[config.mk]
export PLATFORM = sky130hd
export DESIGN_NAME = servo_pulse_decoder
export DESIGN_NICKNAME = d
export VERILOG_FILES = /design/src/rtl/servo_pulse_decoder_pkg.sv /design/src/rtl/servo_pulse_decoder_input_sync.sv /design/src/rtl/servo_pulse_decoder.sv
export SDC_FILE = /design/constraint.sdc
export NUM_CORES = 1
export LEC_CHECK = 0
export CAP_MARGIN = 15
export CORE_UTILIZATION = 60
export DETAILED_ROUTE_END_ITERATION = 6
export PLACE_DENSITY = 0.85
export SYNTH_ARGS = -nofsm -noshare
export SYNTH_HDL_FRONTEND = slang
export SYNTH_SLANG_ARGS = --single-unit
[constraint.sdc]
create_clock -name clk_i -period 5.67 [get_ports clk_i]
set_input_delay 0.8505 -clock clk_i [delete_from_list [all_inputs] [get_ports clk_i]]
set_output_delay 0.8505 -clock clk_i [all_outputs]
set_load 0.01 [all_outputs]
[src/rtl/servo_pulse_decoder_pkg.sv]
// Shared servo timing helpers: state encoding and ns-to-cycle derivations.
// Also used by the servo PWM generator so both ends agree on the pulse timebase.
package servo_pulse_decoder_pkg;

  typedef enum logic [1:0] {
    S_ARM  = 2'd0,
    S_WAIT = 2'd1,
    S_HIGH = 2'd2
  } state_e;

  localparam int unsigned MS_NS = 1_000_000;

  function automatic int unsigned ns_to_cyc(input int unsigned ns, input int unsigned clk_per_ns);
    return ns / clk_per_ns;
  endfunction

  function automatic int unsigned ms_cyc(input int unsigned clk_per_ns);
    return MS_NS / clk_per_ns;
  endfunction

  function automatic int unsigned step_cyc(input int unsigned step_ns, input int unsigned clk_per_ns);
    return step_ns / clk_per_ns;
  endfunction

  // Bits needed to hold values 0..max_val.
  function automatic int unsigned cnt_w(input int unsigned max_val);
    return (max_val < 2) ? 1 : $clog2(max_val + 1);
  endfunction

endpackage

[src/rtl/servo_pulse_decoder_input_sync.sv]
// servo_input_sync: 2-FF synchronizer, optional 3-sample filter (SERVO_DEC_GLITCH_FILTER_EN), edge detect.
// level_o follows srv_i by 2 cycles (4 with filter); rise_o/fall_o are registered one cycle later.
module servo_input_sync (
  input  logic clk_i,
  input  logic rst_n_i,
  input  logic srv_i,
  output logic level_o,
  output logic rise_o,
  output logic fall_o
);

  logic s1_q, s2_q, prev_q, rise_q, fall_q;
  logic level;

`ifdef SERVO_DEC_GLITCH_FILTER_EN
  logic h1_q, h2_q, filt_q;
  logic agree;

  assign agree = (s2_q == h1_q) && (h1_q == h2_q);
  assign level = agree ? s2_q : filt_q;

  always_ff @(posedge clk_i or negedge rst_n_i) begin
    if (!rst_n_i) begin
      h1_q   <= 1'b1;
      h2_q   <= 1'b1;
      filt_q <= 1'b1;
    end else begin
      h1_q   <= s2_q;
      h2_q   <= h1_q;
      filt_q <= level;
    end
  end
`else
  assign level = s2_q;
`endif

  // Chain resets high so a line already high at reset release never yields a rise.
  always_ff @(posedge clk_i or negedge rst_n_i) begin
    if (!rst_n_i) begin
      s1_q   <= 1'b1;
      s2_q   <= 1'b1;
      prev_q <= 1'b1;
      rise_q <= 1'b0;
      fall_q <= 1'b0;
    end else begin
      s1_q   <= srv_i;
      s2_q   <= s1_q;
      prev_q <= level;
      rise_q <= level & ~prev_q;
      fall_q <= ~level & prev_q;
    end
  end

  assign level_o = level;
  assign rise_o  = rise_q;
  assign fall_o  = fall_q;

endmodule

[src/rtl/servo_pulse_decoder.sv]
// Servo pulse decoder: measures srv_i high time into an N-bit code, flags too-long pulses and signal loss.
// valid_o 4 cycles after srv_i fall (6 with SERVO_DEC_GLITCH_FILTER_EN); no backpressure, strobes only.
module servo_pulse_decoder
  import servo_pulse_decoder_pkg::*;
#(
  parameter int unsigned CLK_PER_NS   = 40,
  parameter int unsigned N            = 8,
  parameter int unsigned STEP_NS      = 4000,
  parameter int unsigned MIN_PULSE_NS = 500_000,
  parameter int unsigned MAX_PULSE_NS = 2_500_000,
  parameter int unsigned LOST_MS      = 50
) (
  input  logic         clk_i,
  input  logic         rst_n_i,
  input  logic         en_i,
  input  logic         srv_i,
  output logic [N-1:0] position_o,
  output logic         valid_o,
  output logic         err_o,
  output logic         lost_o
);

  localparam int unsigned MS_CYC   = ms_cyc(CLK_PER_NS);
  localparam int unsigned STEP_CYC = step_cyc(STEP_NS, CLK_PER_NS);
  localparam int unsigned MIN_CYC  = ns_to_cyc(MIN_PULSE_NS, CLK_PER_NS);
  localparam int unsigned MAX_CYC  = ns_to_cyc(MAX_PULSE_NS, CLK_PER_NS);
  localparam int unsigned WW       = cnt_w(MAX_CYC);
  localparam int unsigned PW       = cnt_w(STEP_CYC - 1);
  localparam int unsigned MPW      = cnt_w(MS_CYC - 1);
  localparam int unsigned LW       = cnt_w(LOST_MS);

  localparam logic [WW-1:0]  MS_W      = WW'(MS_CYC);
  localparam logic [WW-1:0]  MIN_W     = WW'(MIN_CYC);
  localparam logic [WW-1:0]  MAX_LAST  = WW'(MAX_CYC - 1);
  localparam logic [PW-1:0]  PRE_LAST  = PW'(STEP_CYC - 1);
  localparam logic [MPW-1:0] MS_LAST   = MPW'(MS_CYC - 1);
  localparam logic [LW-1:0]  LOST_LAST = LW'(LOST_MS - 1);
  localparam logic [N-1:0]   CODE_MAX  = {N{1'b1}};

  logic lvl, rise, fall;

  servo_input_sync u_sync (
    .clk_i   (clk_i),
    .rst_n_i (rst_n_i),
    .srv_i   (srv_i),
    .level_o (lvl),
    .rise_o  (rise),
    .fall_o  (fall)
  );

  state_e         state_q, state_d;
  logic [WW-1:0]  width_q, width_d;
  logic [PW-1:0]  pre_q, pre_d;
  logic [N-1:0]   step_q, step_d;
  logic [N-1:0]   pos_q, pos_d;
  logic           valid_q, valid_d;
  logic           err_q, err_d;
  logic [MPW-1:0] ms_pre_q, ms_pre_d;
  logic [LW-1:0]  ms_cnt_q, ms_cnt_d;
  logic           lost_q, lost_d;

  // width_q counts high cycles including the rise cycle, so at the fall it equals the full width.
  // step_q tracks (width - MS_CYC) / STEP_CYC, saturating, once width passes one millisecond.
  always_comb begin
    state_d = state_q;
    width_d = width_q;
    pre_d   = pre_q;
    step_d  = step_q;
    pos_d   = pos_q;
    valid_d = 1'b0;
    err_d   = 1'b0;
    if (!en_i) begin
      state_d = S_ARM;
      width_d = '0;
      pre_d   = '0;
      step_d  = '0;
    end else begin
      case (state_q)
        S_ARM: begin
          if (!lvl) state_d = S_WAIT;
        end
        S_WAIT: begin
          if (rise) begin
            width_d = WW'(1);
            pre_d   = '0;
            step_d  = '0;
            state_d = S_HIGH;
          end
        end
        S_HIGH: begin
          if (fall) begin
            state_d = S_WAIT;
            if (width_q >= MIN_W) begin
              valid_d = 1'b1;
              pos_d   = (width_q >= MS_W) ? step_q : '0;
            end
          end else if (width_q >= MAX_LAST) begin
            err_d   = 1'b1;
            state_d = S_ARM;
          end else begin
            width_d = width_q + 1'b1;
            if (width_q >= MS_W) begin
              if (pre_q == PRE_LAST) begin
                pre_d = '0;
                if (step_q != CODE_MAX) step_d = step_q + 1'b1;
              end else begin
                pre_d = pre_q + 1'b1;
              end
            end
          end
        end
        default: state_d = S_ARM;
      endcase
    end
  end

  always_comb begin
    ms_pre_d = ms_pre_q;
    ms_cnt_d = ms_cnt_q;
    lost_d   = lost_q;
    if (!en_i) begin
      ms_pre_d = '0;
      ms_cnt_d = '0;
      lost_d   = 1'b1;
    end else if (valid_d) begin
      ms_pre_d = '0;
      ms_cnt_d = '0;
      lost_d   = 1'b0;
    end else if (!lost_q) begin
      if (ms_pre_q == MS_LAST) begin
        ms_pre_d = '0;
        ms_cnt_d = ms_cnt_q + 1'b1;
        if (ms_cnt_q == LOST_LAST) lost_d = 1'b1;
      end else begin
        ms_pre_d = ms_pre_q + 1'b1;
      end
    end
  end

  always_ff @(posedge clk_i or negedge rst_n_i) begin
    if (!rst_n_i) begin
      state_q  <= S_ARM;
      width_q  <= '0;
      pre_q    <= '0;
      step_q   <= '0;
      pos_q    <= '0;
      valid_q  <= 1'b0;
      err_q    <= 1'b0;
      ms_pre_q <= '0;
      ms_cnt_q <= '0;
      lost_q   <= 1'b1;
    end else begin
      state_q  <= state_d;
      width_q  <= width_d;
      pre_q    <= pre_d;
      step_q   <= step_d;
      pos_q    <= pos_d;
      valid_q  <= valid_d;
      err_q    <= err_d;
      ms_pre_q <= ms_pre_d;
      ms_cnt_q <= ms_cnt_d;
      lost_q   <= lost_d;
    end
  end

  assign position_o = pos_q;
  assign valid_o    = valid_q;
  assign err_o      = err_q;
  assign lost_o     = lost_q;

endmodule

==> results of run 1 <==
## how the worst max path moves through the flow
stage / from / endpoint / slack (ps) / cells after the start
4_1_cts: en_i / position_o[5] / 2640 / 6
3_5_place_dp: en_i / position_o[5] / 2290 / 6
3_3_place_gp: en_i / step_q[3] / 2390 / 5
2_1_floorplan: en_i / position_o[0] / 3510 / 7
6_report: en_i / step_q[3] / 2660 / 5
5_1_grt: en_i / width_q[13] / 2510 / 6
## layout make-up
cell class	instances	area [um2]
Multi-Input combinational cell	319	2054
Fill cell	476	2049
Sequential cell	70	1757
Timing Repair Buffer	18	165.2
Clock buffer	10	137.6
Tap cell	77	96.34
Clock inverter	6	85.08
Inverter	11	41.29
## cell usage in the layout, fill, tap and decap left out, types with 6 or more instances in the layout
cell type        synthesis  final
nor2b_1                  6      6
mux2i_1                  9      9
clkdlybuf4s50_1          0     13
and4_1                   6      6
inv_1                   11     11
nand3b_1                12     12
a311oi_1                 7      7
a21oi_1                 19     19
o21ai_0                 26     26
clkbuf_8                 0     10
nand3_1                 29     29
ha_1                     7      7
nand2b_1                 6      6
nand2_1                 47     47
dfrtp_1                 66     66
nor2_1                  31     31
nand4_1                 10     10
a31oi_1                 15     15
## per-layer routing
layer,share of wire [%],up-vias
met4,2.0,0
met1,46,1628
met2,47,124
met3,5.2,17
met5,0,-
li1,-,1588
## critical path, stage by stage
cell,delay [ps]
clkdlybuf4s50_1,860
nand2_1,550
or3_1,570
nor4bb_1,310
o22a_1,170
## flip-flops by register name (all words and copies together) (netlist names), 2 cells and up
name / cells
pre_q: 7
state_q: 2
ms_pre_q: 15
width_q: 16
step_q: 8
ms_cnt_q: 6
position_o: 8
## kinds of logic after synthesis
logic type / share of synthesized area, %
xor gates and xnor gates: 1.323
adders and majority gates: 2.205
buffers and inverters: 4.033
DFF: 44.23
AOI/OAI and AO/OA: 20.48
muxes: 2.836
and+or+nand+nor: 24.89
## power groups by stage
stage / logic (mW) / clock network, mW / registers (mW)
after floorplan: 0.0239 / 0 / 0.515
after global placement: 0.0403 / 0 / 0.517
after detailed placement: 0.0414 / 0 / 0.517
after CTS: 0.0419 / 0.459 / 0.507
after global routing: 0.0464 / 0.480 / 0.508
final: 0.0412 / 0.454 / 0.507
## stage by stage
| stage | std cells | setup slack (ps) | hold slack, ps | total power, mW |
|---|---|---|---|---|
| 2_1_floorplan | 425 | 3508 | 345.2 | 0.5392 |
| 3_3_place_gp | 494 | 2394 | 347.9 | 0.5571 |
| 3_5_place_dp | 494 | 2289 | 349.7 | 0.5585 |
| 4_1_cts | 510 | 2636 | 361.3 | 1.009 |
| 5_1_grt | 511 | 2508 | 365.2 | 1.034 |
| 6_report | 511 | 2657 | 361.3 | 1.002 |
==> results_dict.tcl, run 1 <==
set metrics [dict create \
    slew_headroom_pct 27.00 \
    antenna_found_initial 0 \
    yosysMostFrequentCell "dfrtp_1" \
    grt_pass1_wl_mm 15.08 \
    grt.busiest_layer "met2" \
    postRouteAntennaNets 0 \
    max_cap_violations 0 \
    r2r_cells 6 \
    start_util_pct 62.19 \
    r2r-start "width_q[0]" \
    p_int_uw 772.3 \
    cp-start-kind "primary input" \
    cp_max_fo 17 \
    core_region_area_um2 6386 \
    drtIter0Drc 279 \
    rsz0062_at_grt "no" \
    use_met1_pct 35.96 \
    synthArstFlopShare_pct 100.0 \
    die_y_um 83.36 \
    period_share_pct 53.13 \
    area_growth_pct 9.200 \
    placed_area_um2 4106 \
    layout.nets 440 \
    routed_via_density 6.569 \
    synth_top_flop_cell "dfrtp_1" \
    end_kind "flip-flop" \
    cts_resized 0 \
    ys_types 66 \
    power_density_nw_per_um2 231.1 \
    clock_skew_ps 7.285 \
    track_usage_pct 26.71 \
    first_global_vias 3200 \
    design_area_um2 4337 \
    htree_levels 3 \
    io_pins 15 \
    min_path_cells 0 \
    drc 0 \
    power_frac_seq_pct 50.6 \
    cts_tree "yes" \
    synth_area_um2 3971 \
    share_clk_of_total_power_pct 45.3 \
    hold_violations 0 \
    synth_warnings 0 \
    rrSetupSlack_ps 2900 \
    hp-class "reg2reg" \
    ir_drop_v 0.0001679 \
    critical_path_class "in2reg" \
    gr-usage-met2_pct 42.32 \
    synth_common_cells "dfrtp_1 (66), nand2_1 (47), nor2_1 (31), nand3_1 (29), o21ai_0 (26)" \
    period_minus_slack_ps 3013 \
    antenna_cells 0 \
    final_core_util_pct 67.91 \
    final-setup-viol-count 0 \
    setup_tns_ps 0 \
    die_area_um2 6948 \
    synth_seq_cells 70 \
    route.vias.total 3357 \
    gp_congestion 0.8433 \
    firstDrtPassIters 4 \
    required_ps 5960 \
    grt_max_degree 71 \
    whs_endpoint "u_sync.level_o" \
    synthCells 425 \
    postCtsSetupRepairBufs 0 \
    synth.avg_cell_area_um2 9.344 \
    reg2reg_to "pre_q[0]" \
    slew_viol_final 0 \
    synth_fp_nets 436 \
    ctsHoldBuffers 0 \
    p_comb_share_pct 4.1 \
    cts_sinks 70 \
    p_leak_nw 1.762 \
    synth_edf_count 0 \
    rows 29 \
    status "finished, final reports clean" \
    clkTransAtPathRegs_ps 80 \
    p_sw_share_pct 22.95 \
    tightest_slew_ps 1091 \
    overflow 0 \
    die_w_um 83.36 \
    port_buffers 14 \
    cts_max_path_buffers 2 \
    clkLatencyLatePin_ps 350 \
    hp-start "u_sync.s1_q" \
    yosysSeqAreaShare_pct 44.23 \
    routedWlPerCell_um 17.07 \
    yosys.area.top_type "dfrtp_1" \
    drive_gt1_share_pct 9.908 \
    cp.arrival_ps 3300 \
    gr-usage-met3_pct 4.672 \
    synth_top_area_share_pct 41.59 \
    timing.fmax_mhz 331.9 \
    cts_made_buffers 9 \
    cts-root-buf "clkbuf_8" \
    wirelength_mm 8.725 \
    netSwitchingPower_uw 230.1 \
    yosys-top-cells-area "dfrtp_1 (42%), nand2_1 (4.4%), nand3_1 (3.7%), o21ai_0 (3.3%), nor2_1 (2.9%)" \
    dp_hpwl_mm 5.702 \
]
Power figures use the tool's default switching activity.
==> inputs of run 2 (changes only) <==
- CORE_UTILIZATION: 60 -> 55
- PLACE_DENSITY: 0.85 -> 0.82
- clock period: 5.67 -> 2.55 ns (I/O delays scaled with it)
==> results_dict.tcl, run 2 (synthesis results as in run 1) <==
set metrics [dict create \
    status "finished, final reports clean" \
    cts_resized 0 \
    grt_pass1_wl_mm 14.01 \
    io_pins 15 \
    track_usage_pct 23.89 \
    route.vias.total 3359 \
    cts_sinks 70 \
    critPathMaxStageDelay_ps 570 \
    overflow 0 \
    firstDrtPassIters 7 \
    final_cell_mix "dfrtp_1 (66), nand2_1 (47), nor2_1 (31), nand3_1 (29), o21ai_0 (26)" \
    pre_cts_slack_ps 251.5 \
    mostFrequentLayoutCell "dfrtp_1" \
    r2r_cells 5 \
    layout.nets 452 \
    slew_viol_final 0 \
    min_path_cells 0 \
    max_cap_violations 0 \
    final-setup-viol-count 0 \
    drive_gt1_share_pct 12.11 \
    tightest_slew_ps 1054 \
    die_y_um 86.98 \
    final_core_util_pct 64.30 \
    die_area_um2 7565 \
    hp-start "u_sync.s1_q" \
    largest_reg_flops 16 \
    p_int_mw 1.525 \
    regMostFlops "width_q" \
    power_density_nw_per_um2 471.2 \
    whs_endpoint "u_sync.level_o" \
    cp.arrival_ps 2640 \
    rows 30 \
    antenna_found_initial 0 \
    p_comb_share_pct 4.7 \
    routedWlPerCell_um 15.47 \
    placed_area_um2 4220 \
    finalWorstSetupSlack_ps 201.4 \
    ctsHoldBuffers 1 \
    largestRegisters "width_q: 16 flops, ms_pre_q: 15 flops" \
    period_share_pct 92.10 \
    design_area_um2 4417 \
    cts-root-buf "clkbuf_8" \
    dp_hpwl_mm 5.809 \
    period_minus_slack_ps 2349 \
    port_buffers 14 \
    required_ps 2840 \
    ir_drop_v 0.0003873 \
    first_global_vias 2922 \
    final_cell_count_no_fill 542 \
    clkLatencyLatePin_ps 360 \
    die_w_um 86.98 \
    cp_cell_sequence "or4_4 -> a31oi_4 -> nand2_2 -> o21ai_1 -> mux2_2" \
    p_sw_share_pct 26.74 \
    start_util_pct 57.81 \
    hold_violations 0 \
    r2r-start "width_q[11]" \
    antenna_cells 0 \
    core_region_area_um2 6869 \
    drc 0 \
    reg2reg_to "pre_q[0]" \
    wirelength_mm 8.386 \
    cts_tree "yes" \
    p_leak_nw 1.804 \
    postRouteAntennaNets 0 \
    gp_congestion 0.9204 \
    cts_made_buffers 9 \
    grt_max_degree 28 \
    htree_levels 3 \
    netSwitchingPower_uw 556.4 \
    met1Wirelength_mm 3.939 \
    timing.fmax_mhz 425.8 \
    cp-start-kind "flip-flop" \
    n_fill_cell 571 \
    dr_wl_met2_mm 3.788 \
    drtIter0Drc 342 \
    area_growth_pct 11.22 \
    hp-class "reg2reg" \
    setup_tns_ps 0 \
    cts_max_path_buffers 2 \
    top_layer "met4" \
    clkTransAtPathRegs_ps 90 \
    power_frac_seq_pct 54.2 \
    rsz0062_at_grt "no" \
    cp_max_fo 16 \
    crit_slowest_cell "or4_4" \
    rrSetupSlack_ps 200 \
    slew_headroom_pct 29.45 \
    postCtsSetupRepairBufs 0 \
    clock_skew_ps 15.13 \
    dp.cells 525 \
    end_kind "flip-flop" \
    share_clk_of_total_power_pct 41.2 \
    routed_via_density 6.197 \
    critical_path_class "reg2reg" \
    wl_met3_um 552 \
]
## run 2: cell types whose count changed in the layout (fill, tap and decap cells not counted), sizes merged
cell         delta
inv             +5
clkinvlp        -1
bufinv          -2
buf            +11
dlygate4sd3     +1
clkbuf          -1
clkinv          -1
## run 2: area by class of cell
class | instances | area, um2 | share of cell area, %
Clock inverter | 7 | 62.56 | 1.416
Timing Repair Buffer | 30 | 257.7 | 5.836
Sequential cell | 70 | 1757 | 39.77
Inverter | 11 | 41.29 | 0.9348
Tap cell | 96 | 120.1 | 2.720
Clock buffer | 9 | 123.9 | 2.805
Multi-Input combinational cell | 319 | 2054 | 46.52
## run 2: worst max path at each step
stage,startpoint,endpoint,slack [ps]
finish,width_q[11],pre_q[0],200
global route,ms_pre_q[0],ms_pre_q[11],90
CTS,width_q[11],pre_q[0],230
detailed placement,width_q[11],pre_q[2],250
global placement,width_q[11],pre_q[2],290
floorplan,ms_pre_q[10],ms_pre_q[6],510
## run 2: metrics by stage
stage | hold slack [ps] | total power, mW
detailed placement | 349.0 | 1.246
global route | 365.4 | 2.159
finish | 362.9 | 2.081
floorplan | 86.91 | 1.199
CTS | 362.5 | 2.108
global placement | 349.3 | 1.245
## run 2: power by group through the flow
stage / Clock [mW] / Sequential (mW) / Combinational, mW
2_1_floorplan: 0 / 1.15 / 0.0531
3_3_place_gp: 0 / 1.15 / 0.0961
3_5_place_dp: 0 / 1.15 / 0.0976
4_1_cts: 0.882 / 1.13 / 0.0992
5_1_grt: 0.920 / 1.13 / 0.111
6_report: 0.857 / 1.13 / 0.0975
## run 2: worst max-delay path: cells and delay by family (launching register included)
family             cells  cell delay (ps)
and+or+nand+nor        2              810
muxes                  1              230
DFF                    1              500
AOI/OAI and AO/OA      2              750
## run 2: metal layers
layer,vias up,track usage [%]
met2,115,35.22
met5,-,0
met3,13,5.308
li1,1604,-
met1,1627,34.79
met4,0,8.030
==> inputs of run 3 (changes only) <==
- CAP_MARGIN: 15 -> 10
==> results of run 3 <==
The final DEF is identical to that of run 2; final timing and power are the same.
